--- src/rtl/uart_rx_packer_pkg.sv ---
// Shared defines for the UART receive packer: system counts, default sizing and FSM encoding.
// Also holds the longest message, in bytes, that still fits the 8-bit word count.
package uart_rx_packer_pkg;

  localparam int NUM_SOURCES = 1;
  localparam int NUM_UART    = 1;

  localparam int DEF_IDLE_CYCLES = 4340;
  localparam int DEF_WORD_DEPTH  = 256;
  localparam int DEF_DESC_DEPTH  = 4;

  // 255 words of two bytes each
  localparam int MAX_MSG_BYTES = 510;

  typedef enum logic [1:0] {
    IDLE    = 2'd0,
    COLLECT = 2'd1,
    COMMIT  = 2'd2,
    DROP    = 2'd3
  } pack_state_e;

endpackage

--- src/rtl/uart_rx_packer_ram.sv ---
// Simple dual-port word RAM with registered read.
// A write to the address being read is forwarded, so a word flushed at commit is visible on the next cycle.
module packer_ram #(
  parameter int DEPTH = 256,
  parameter int WIDTH = 16,
  localparam int AW = $clog2(DEPTH)
) (
  input  logic             clk_i,
  input  logic             rst_i,
  input  logic             we_i,
  input  logic [AW-1:0]    waddr_i,
  input  logic [WIDTH-1:0] wdata_i,
  input  logic [AW-1:0]    raddr_i,
  output logic [WIDTH-1:0] rdata_o
);

  logic [WIDTH-1:0] mem_q [DEPTH];
  logic [WIDTH-1:0] rdata_q;

  always_ff @(posedge clk_i) begin
    if (we_i) mem_q[waddr_i] <= wdata_i;
  end

  always_ff @(posedge clk_i) begin
    if (rst_i)                            rdata_q <= '0;
    else if (we_i && waddr_i == raddr_i)  rdata_q <= wdata_i;
    else                                  rdata_q <= mem_q[raddr_i];
  end

  assign rdata_o = rdata_q;

endmodule

--- src/rtl/uart_rx_packer.sv ---
// Packs UART bytes into 16-bit words, frames messages on idle gaps and hands the consumer
// only committed messages through a word RAM plus a register-based descriptor queue.
module uart_rx_packer
  import uart_rx_packer_pkg::*;
#(
  parameter int IDLE_CYCLES = DEF_IDLE_CYCLES,
  parameter int WORD_DEPTH  = DEF_WORD_DEPTH,
  parameter int DESC_DEPTH  = DEF_DESC_DEPTH
) (
  input  logic        clk_i,
  input  logic        rst_i,
  input  logic [7:0]  rx_byte_i,
  input  logic        rx_valid_i,
  input  logic        rd_req_i,
  input  logic        msg_start_i,
  output logic [15:0] fifo_q_o,
  output logic        got_full_msg_o,
  output logic [7:0]  msg_len_o,
  output logic        parity_out_o,
  output logic        overflow_o
);

  localparam int AW = $clog2(WORD_DEPTH);
  localparam int DA = $clog2(DESC_DEPTH);
  localparam int GW = $clog2(IDLE_CYCLES + 1);
  localparam logic [GW-1:0] GAP_LAST = GW'(IDLE_CYCLES - 1);
  localparam logic [8:0]    LAST_BYTE_CNT = 9'(MAX_MSG_BYTES - 1);

  pack_state_e   state_q, state_d;
  logic [7:0]    hi_q, hi_d;
  logic [8:0]    byte_cnt_q, byte_cnt_d;
  logic [GW-1:0] gap_q, gap_d;
  logic [AW:0]   wptr_q, wptr_d;
  logic [AW:0]   cptr_q, cptr_d;
  logic [AW:0]   rptr_q;
  logic          ovf_q, ovf_d;
  logic [DA:0]   dhead_q, dtail_q;
  logic [7:0]    desc_len_q [DESC_DEPTH];
  logic          desc_par_q [DESC_DEPTH];

  logic          ram_we;
  logic [15:0]   ram_wdata;
  logic [AW-1:0] ram_raddr;
  logic [15:0]   ram_q;
  logic          desc_push;

  logic ram_full, desc_full, desc_empty, words_avail, rd_pop, desc_pop;
  logic [7:0] commit_len;

  assign ram_full    = (wptr_q[AW] != rptr_q[AW]) && (wptr_q[AW-1:0] == rptr_q[AW-1:0]);
  assign desc_full   = (dtail_q[DA] != dhead_q[DA]) && (dtail_q[DA-1:0] == dhead_q[DA-1:0]);
  assign desc_empty  = (dtail_q == dhead_q);
  assign words_avail = (cptr_q != rptr_q);
  assign rd_pop      = rd_req_i && words_avail;
  assign desc_pop    = msg_start_i && !desc_empty;
  assign commit_len  = 8'((byte_cnt_q + 9'd1) >> 1);
  assign ram_raddr   = rd_pop ? rptr_q[AW-1:0] + AW'(1) : rptr_q[AW-1:0];

  always_comb begin
    state_d    = state_q;
    hi_d       = hi_q;
    byte_cnt_d = byte_cnt_q;
    gap_d      = gap_q;
    wptr_d     = wptr_q;
    cptr_d     = cptr_q;
    ovf_d      = ovf_q;
    ram_we     = 1'b0;
    ram_wdata  = 16'h0000;
    desc_push  = 1'b0;
    case (state_q)
      IDLE: begin
        if (rx_valid_i) begin
          hi_d       = rx_byte_i;
          byte_cnt_d = 9'd1;
          gap_d      = '0;
          state_d    = COLLECT;
        end
      end
      COLLECT: begin
        if (rx_valid_i) begin
          gap_d      = '0;
          byte_cnt_d = byte_cnt_q + 9'd1;
          if (!byte_cnt_q[0]) begin
            hi_d = rx_byte_i;
          end else if (ram_full) begin
            state_d = DROP;
            wptr_d  = cptr_q;
            ovf_d   = 1'b1;
          end else begin
            ram_we    = 1'b1;
            ram_wdata = {hi_q, rx_byte_i};
            wptr_d    = wptr_q + (AW+1)'(1);
            if (byte_cnt_q == LAST_BYTE_CNT) state_d = COMMIT;
          end
        end else if (gap_q == GAP_LAST) begin
          state_d = COMMIT;
        end else begin
          gap_d = gap_q + GW'(1);
        end
      end
      COMMIT: begin
        // A flush that cannot fit is treated like a full descriptor queue
        if (desc_full || (byte_cnt_q[0] && ram_full)) begin
          state_d = DROP;
          wptr_d  = cptr_q;
          ovf_d   = 1'b1;
          gap_d   = '0;
        end else begin
          desc_push = 1'b1;
          if (byte_cnt_q[0]) begin
            ram_we    = 1'b1;
            ram_wdata = {hi_q, 8'h00};
            wptr_d    = wptr_q + (AW+1)'(1);
          end
          cptr_d  = wptr_d;
          state_d = IDLE;
          if (rx_valid_i) begin
            hi_d       = rx_byte_i;
            byte_cnt_d = 9'd1;
            gap_d      = '0;
            state_d    = COLLECT;
          end
        end
      end
      DROP: begin
        if (rx_valid_i)              gap_d   = '0;
        else if (gap_q == GAP_LAST)  state_d = IDLE;
        else                         gap_d   = gap_q + GW'(1);
      end
      default: state_d = IDLE;
    endcase
  end

  always_ff @(posedge clk_i) begin
    if (rst_i) begin
      state_q    <= IDLE;
      hi_q       <= '0;
      byte_cnt_q <= '0;
      gap_q      <= '0;
      wptr_q     <= '0;
      cptr_q     <= '0;
      rptr_q     <= '0;
      ovf_q      <= 1'b0;
      dhead_q    <= '0;
      dtail_q    <= '0;
    end else begin
      state_q    <= state_d;
      hi_q       <= hi_d;
      byte_cnt_q <= byte_cnt_d;
      gap_q      <= gap_d;
      wptr_q     <= wptr_d;
      cptr_q     <= cptr_d;
      ovf_q      <= ovf_d;
      if (rd_pop)    rptr_q  <= rptr_q + (AW+1)'(1);
      if (desc_push) dtail_q <= dtail_q + (DA+1)'(1);
      if (desc_pop)  dhead_q <= dhead_q + (DA+1)'(1);
    end
  end

  // Descriptor payload needs no reset; the head/tail pointers decide what is valid
  always_ff @(posedge clk_i) begin
    if (desc_push) begin
      desc_len_q[dtail_q[DA-1:0]] <= commit_len;
      desc_par_q[dtail_q[DA-1:0]] <= byte_cnt_q[0];
    end
  end

  packer_ram #(.DEPTH(WORD_DEPTH), .WIDTH(16)) u_ram (
    .clk_i   (clk_i),
    .rst_i   (rst_i),
    .we_i    (ram_we),
    .waddr_i (wptr_q[AW-1:0]),
    .wdata_i (ram_wdata),
    .raddr_i (ram_raddr),
    .rdata_o (ram_q)
  );

  assign fifo_q_o       = words_avail ? ram_q : 16'h0000;
  assign got_full_msg_o = !desc_empty;
  assign msg_len_o      = desc_empty ? 8'h00 : desc_len_q[dhead_q[DA-1:0]];
  assign parity_out_o   = desc_empty ? 1'b0 : desc_par_q[dhead_q[DA-1:0]];
  assign overflow_o     = ovf_q;

endmodule
--- config.mk ---
export PLATFORM = sky130hd
export DESIGN_NAME = uart_rx_packer
export DESIGN_NICKNAME = d
export VERILOG_FILES = /design/src/rtl/uart_rx_packer_pkg.sv /design/src/rtl/uart_rx_packer_ram.sv /design/src/rtl/uart_rx_packer.sv
export SDC_FILE = /design/constraint.sdc
export NUM_CORES = 2
export LEC_CHECK = 0
export CORE_AREA = 5 5 584 586
export DETAILED_ROUTE_END_ITERATION = 10
export DIE_AREA = 0 0 589 591
export PLACE_DENSITY = 0.63
export SETUP_SLACK_MARGIN = 0.4
export SLEW_MARGIN = 20
export SYNTH_ARGS = -nofsm -noshare
export SYNTH_HDL_FRONTEND = slang
export SYNTH_MEMORY_MAX_BITS = 65536
export SYNTH_SLANG_ARGS = --single-unit
--- constraint.sdc ---
create_clock -name clk_i -period 6.6 [get_ports clk_i]
set_clock_uncertainty 0.1 [all_clocks]
set_input_delay 1.32 -clock clk_i [delete_from_list [all_inputs] [get_ports clk_i]]
set_output_delay 1.32 -clock clk_i [all_outputs]
set_load 0.05 [all_outputs]
Word level (Yosys, flattened, before mapping)
Memories as Yosys holds them, arrays and structs flattened. A register that Yosys moved wholly into a read port is not among the register bits.
Index checks and enable logic that the tools add are counted.
{ "word_totals": {"ram_bits": 4132, "latch_bits": 0, "input_bits": 13, "ff_bits": 66, "word_cells": 122, "mem_bits_ro": 0, "mem_count": 3} }
{ "mem_list": {"columns": ["memory", "words", "width", "rd", "rd_ports_with_merged_regs", "wr", "line_no", "rtl"], "rows": [
  ["u_ram.mem_q", 256, 16, 1, 1, 1, "uart_rx_packer_ram.sv:17", "logic [WIDTH-1:0] mem_q [DEPTH];"],
  ["desc_len_q", 4, 8, 1, 1, 1, "uart_rx_packer.sv:38", "logic [7:0] desc_len_q [DESC_DEPTH];"],
  ["desc_par_q", 4, 1, 1, 1, 1, "uart_rx_packer.sv:39", "logic desc_par_q [DESC_DEPTH];"]
]} }
{ "op_classes": {"mux": 62, "reduce_logical": 16, "bitwise_logic": 0, "shifts": 0, "addsub": 7, "div_mod_pow": 0, "n_eq_ne": 24, "multipliers": 0, "order_cmp": 0} }
{ "ops": {"columns": ["operator", "count"], "rows": [
  ["16-bit 2-to-1 mux", 6],
  ["9-bit 2-to-1 mux", 8],
  ["13-bit 2-to-1 mux", 4],
  ["8-bit 2-to-1 mux", 6],
  ["13-bit one-hot mux with 3 select lines", 1],
  ["16-bit one-hot mux with 2 select lines", 1],
  ["9-bit by 1-bit adder with 9-bit output (second input constant)", 3],
  ["9-bit one-hot mux with 3 select lines", 1],
  ["2-bit 2-to-1 mux", 13],
  ["8-bit one-hot mux with 3 select lines", 1],
  ["2-bit != test (second input constant)", 9],
  ["9-bit one-hot mux with 2 select lines", 1],
  ["1-bit 2-to-1 mux", 17],
  ["13-bit by 1-bit adder with 13-bit output (second input constant)", 1],
  ["13-bit equality test (second input constant)", 1],
  ["9-bit equality test (second input constant)", 1],
  ["3-bit != test (second input constant)", 3],
  ["9-bit != test", 1],
  ["8-bit by 1-bit adder with 8-bit output (second input constant)", 1],
  ["8-bit equality test", 1],
  ["2-bit one-hot mux with 4 select lines", 1],
  ["3-bit by 1-bit adder with 3-bit output (second input constant)", 2],
  ["3-bit AND reduction", 2],
  ["6-bit AND reduction", 1],
  ["other kinds (16)", 23]
]} }

Logic depth before layout (Yosys ltp)
{ "depth": {"word_depth": 8, "mapped_depth": 19} }

Modules after synthesis
A second synthesis with hierarchy kept.
{ "unflattened": {"hier_cells": 8035, "hier_area_um2": 164799.3} }
{ "by_module_without_submodules": {"columns": ["module", "seq_area_each_um2", "area_per_inst_um2", "cells_per_inst", "instances"], "rows": [
  ["packer_ram", 123318.3, 159207.7, 7448, 1],
  ["uart_rx_packer", 2442.3, 5591.6, 587, 1]
]} }

Least setup slack after synthesis
No wires, ideal clock.
{ "synth_timing": {"path_kind": "input to register", "start": "in rx_valid_i", "end": "mem u_ram.mem_q[0][10], data pin", "setup_slack_ns": -0.074, "setup_ns": 0.869, "path_stages": 6, "t_arrival_ns": 5.705, "n_path_buf": 2, "path_cell_list": "clkbuf_1 > nand2_1 > o21a_1 > nor3_1 > clkbuf_1 > and2_1"} }
{ "synth_between": {"elab_chain_cells": 2} }
{ "synth_rtl": {"columns": ["element", "line_no", "rtl"], "rows": [
  ["start: declaration", "uart_rx_packer.sv:13", "input logic rx_valid_i,"],
  ["16-bit 2-to-1 mux", "uart_rx_packer.sv:80", "if (rx_valid_i) begin"],
  ["16-bit one-hot mux with 2 select lines", "uart_rx_packer.sv:70", "case (state_q)"],
  ["via ram_wdata[10]", "uart_rx_packer.sv:42", "logic [15:0] ram_wdata;"],
  ["end: declaration", "uart_rx_packer_ram.sv:17", null]
]} }
The timed path passes the listed nets, and every way through them passes these cells.

Worst setup path after layout
{ "layout_timing": {"start": "reg rptr_q[1]", "end": "reg u_ram.rdata_q[14] (netlist: u_ram.rdata_o[14]) (read register of u_ram.mem_q)"} }
{ "layout_between": {"elab_chain_cells": 3} }
{ "layout_rtl": {"columns": ["element", "line_no", "rtl"], "rows": [
  ["start: declaration", "uart_rx_packer.sv:35", "logic [AW:0] rptr_q;"],
  ["start signal: assignment", "uart_rx_packer.sv:154", "if (rd_pop) rptr_q <= rptr_q + (AW+1)'(1);"],
  ["parallel branches: the longest is 2 deep, another holds 8-bit by 1-bit adder with 8-bit output", null, null],
  ["8-bit 2-to-1 mux (*)", "uart_rx_packer.sv:57", "assign ram_raddr = rd_pop ? rptr_q[AW-1:0] + AW'(1) : rptr_q[AW-1:0];"],
  ["end: declaration", "uart_rx_packer_ram.sv:18", "logic [WIDTH-1:0] rdata_q;"]
]} }
Mark *: on every way between the ends.
A chain may end at the register's enable or synchronous reset.

==> Implementation_results.wiki <==
{| class="wikitable"
! Metric !! Value
|-
| Global-route wire length before repair || 741,500 um
|-
| Number of sinks handled by clock tree synthesis || 4,216
|-
| Via count of the first global-routing pass || 102,139
|-
| Global-route total usage across every layer || 29.19%
|-
| Cells traversed along the worst timing path || xnor2_1, and3_1, a41o_1, nor2_8, buf_12, buf_12, buf_4, a21oi_1, o41ai_1, a21oi_1, a2111oi_1, buf_4, o21ai_0, a31oi_1, buf_4, nand4bb_1
|-
| Placed instance area || 175,800 um^2
|-
| Cells after DPL || 15,550
|-
| Initial antenna violation count || 34
|-
| WS Path Type || reg2reg
|-
| Data arrival time of the critical path || 6.93 ns
|-
| Final count of hold timing violations || 0
|-
| Async set-reset flop share out of synthesis || 0%
|-
| Maximum fanout encountered on the critical timing path || 44
|-
| Clock tree buffer depth || 4
|-
| Layout cells sized above 1 || 12.33%
|-
| Peak ir drop on the vdd network || 0.5043 mV
|-
| Slew at the pin with the worst max-slew slack || 1.292 ns
|-
| Count of placed standard cells in the final layout, fillers left out || 16,332
|-
| Vias after detailed routing || 106,708
|-
| Number of vias per cell || 6.534
|-
| Iter 0 DRT Violations || 15,526
|-
| CTS tree || yes
|-
| Mean Syn Cell Area || 14.87 um^2
|-
| Detailed Place HPWL || 313,500 um
|-
| Area of the core || 335,300 um^2
|-
| Result of the run || finished, final reports clean
|-
| Worst hold-check slack || 0.3864 ns
|-
| Area of all placed cells without fillers || 189,000 um^2
|-
| Remaining antenna violation count || 0
|-
| Delay of the slowest cell on the worst path || 0.77 ns
|-
| Worst-case headroom to the max-slew limit || 13.90%
|-
| Type of origin of the critical path || flop
|-
| Number of nets in the final layout || 11,599
|-
| Number of flops mapped to enable cells by yosys || 4,132
|-
| Remaining Overflow, GRT || 0
|-
| Setup ws final || 0.4647 ns
|-
| CTS root buf || sky130_fd_sc_hd__clkbuf_16
|-
| Synth Instances || 11,204
|-
| Standard cell with the maximum stage delay on the critical path || sky130_fd_sc_hd__nor2_8
|-
| Source-to-sink clock delay at the later pin of the worst-skew pair || 1.00 ns
|-
| Synth-to-Final Area Change || 13.46%
|-
| Pins over their slew limit || 0
|-
| Commonest non-fill, non-tap cell in the layout || sky130_fd_sc_hd__edfxtp_1
|-
| Crit path capture type || flop
|-
| Leakage || 64.87 nW
|-
| Cell area power density || 418.0 nW/um^2
|-
| Most frequent cells in the layout || sky130_fd_sc_hd__edfxtp_1, sky130_fd_sc_hd__nand2_1, sky130_fd_sc_hd__buf_4, sky130_fd_sc_hd__nand3_1, sky130_fd_sc_hd__mux2i_1
|-
| Fraction of the cycle the final worst path needs || 92.96%
|-
| Number of input and output port buffers inserted || 39
|-
| Maximum Capacitance Violations || 0
|-
| Fin crit period || 6.135 ns
|-
| Number of core rows || 213
|-
| Die Height || 591 um
|-
| Predominant post-synthesis flop cell || sky130_fd_sc_hd__edfxtp_1
|-
| Yosys warnings || 0
|-
| Count of boundary I/O pins || 40
|-
| Seq/Total Area, Yosys || 75.50%
|-
| Wirelength, routed || 524,300 um
|-
| Setup repair after global routing missed its margin || false
|-
| Highest clock frequency the design can meet || 0.1630 GHz
|-
| Final setup fails || 0
|-
| Count of unique library cells instantiated by Yosys || 86
|-
| Mapped cell area || 166,600 um^2
|-
| Required time at the endpoint of the critical path || 7.40 ns
|-
| Routed wire length per instance || 32.11 um
|-
| Worst-path clk slew || 0.06 ns
|-
| Number of buffers created by CTS || 421
|-
| Most frequent CP cell || sky130_fd_sc_hd__buf_4
|-
| CTS H-tree depth || 5
|-
| Drt first pass iters || 8
|-
| Starting density of the core || 49.68%
|-
| Pre-CTS setup slack || -0.3735 ns
|-
| Pin count of the biggest net entering global routing || 121
|-
| Nets in the synthesized netlist || 11,235
|-
| Remaining DRCs || 0
|-
| Post-synthesis sequential element count || 4,216
|-
| Min-delay worst type || reg2reg
|-
| Overall die width || 589 um
|-
| Die area || 348,100 um^2
|-
| Routability cong. || 0.9153
|}
-- per-stage QoR --
| stage | total power (W) | setup TNS (ns) | utilization, % |
|---|---|---|---|
| after floorplan | 0.04677 | 0 | - |
| after global placement | 0.05560 | -0.7559 | 52.41 |
| after detailed placement | 0.05593 | -0.6232 | 52.43 |
| after CTS | 0.07873 | 0 | 56.35 |
| after global routing | 0.08167 | 0 | 56.36 |
| final | 0.07900 | 0 | 56.37 |
-- final timing paths --
check | slack (ns) | cells after the start | endpoint | startpoint
worst max-delay path | 0.46 | 16 | u_ram.rdata_o[14] | rptr_q[1]
worst min-delay path | 0.39 | 2 | byte_cnt_q[6] | byte_cnt_q[6]
worst max register to register | 0.46 | 16 | u_ram.rdata_o[14] | rptr_q[1]
worst min register to register | 0.39 | 2 | byte_cnt_q[6] | byte_cnt_q[6]
-- power by group --
part | internal (W) | switching (W) | leakage (nW)
Combinational | 0.00825 | 0.0182 | 17.1
Sequential | 0.0293 | 0.000218 | 41.4
Clock | 0.0129 | 0.0101 | 6.41
-- area by class of cell --
cell class | count | area (um^2)
timing repair buffer | 733 | 7134
antenna | 9 | 22.52
inverter | 80 | 300.3
clock buffer | 555 | 11230
clock inverter | 216 | 1933
sequential | 4216 | 125800
tap | 4407 | 5514
multi-input combinational | 6116 | 37100
fill | 25824 | 146300
-- cell families (layout without fill, tap and decap cells) --
kind of cell	Yosys count	in the layout	share of synthesized area [%]
AO/OA/AOI/OAI	2379	2379	10.04
XOR/XNOR	61	61	0.3478
adder cells (fa/ha/maj)	18	18	0.1352
buffers and inverters	874	1584	2.649
flip-flops	4216	4216	75.50
multiplexers	508	508	3.121
other	0	9	0
AND/OR/NAND/NOR	3148	3150	8.205
-- metal layers --
metal / global-route usage (%) / share of wire (%)
met4: 14.41 / 5.8
met2: 44.02 / 45
met1: 40.46 / 38
met3: 6.465 / 12
met5: 0 / 0.022
-- critical path, delay by kind of cell, from the launching register on --
| kind | cells | cell delay, ns |
|---|---|---|
| AO/OA/AOI/OAI | 7 | 2.57 |
| AND/OR/NAND/NOR | 3 | 1.28 |
| buffers and inverters | 5 | 1.15 |
| flip-flops | 1 | 0.70 |
| XOR/XNOR | 1 | 0.25 |
-- cell usage after synthesis (all sizes together), types with 35 or more instances --
| library cell | number | area [um^2] |
|---|---|---|
| and2 | 47 | 294.0 |
| a311oi | 35 | 306.5 |
| a211oi | 464 | 3483 |
| a2111oi | 43 | 382.9 |
| edfxtp | 4132 | 124100 |
| nor4 | 69 | 431.7 |
| buf | 511 | 3050 |
| a22oi | 79 | 593.1 |
| nor2b | 39 | 244.0 |
| nor3 | 69 | 350.3 |
| a31oi | 134 | 838.3 |
| o22ai | 224 | 1401 |
| a32oi | 333 | 2917 |
| a21oi | 479 | 2397 |
| a222oi | 58 | 580.6 |
| nand3 | 502 | 2517 |
| nand2 | 1549 | 5814 |
| dfxtp | 84 | 1682 |
| and3 | 71 | 444.2 |
| o2111ai | 35 | 306.5 |
| inv | 80 | 300.3 |
| nor2 | 615 | 2325 |
| clkbuf | 283 | 1062 |
| mux2i | 498 | 4985 |
| o31ai | 54 | 437.9 |
| a211o | 46 | 402.9 |
| xnor2 | 38 | 370.4 |
| nand4 | 139 | 890.9 |
| o21ai | 223 | 1116 |
-- flip-flops by register name (all words and copies together), names as in the netlist, 4 cells and up, named ones only --
register and cells:
cptr_q 9, u_ram.rdata_o 16, desc_len_q 32, gap_q 13
hi_q 8, u_ram.mem_q 4096, desc_par_q 4, rptr_q 9
wptr_q 9, byte_cnt_q 9
-- repair_timing --
item                       in CTS  in global routing
hold buffers                    0                  0
gates resized for setup         0                  1
buffers inserted                0                  0
setup endpoints to repair       0                  1
(Power assumes the default switching activity.)
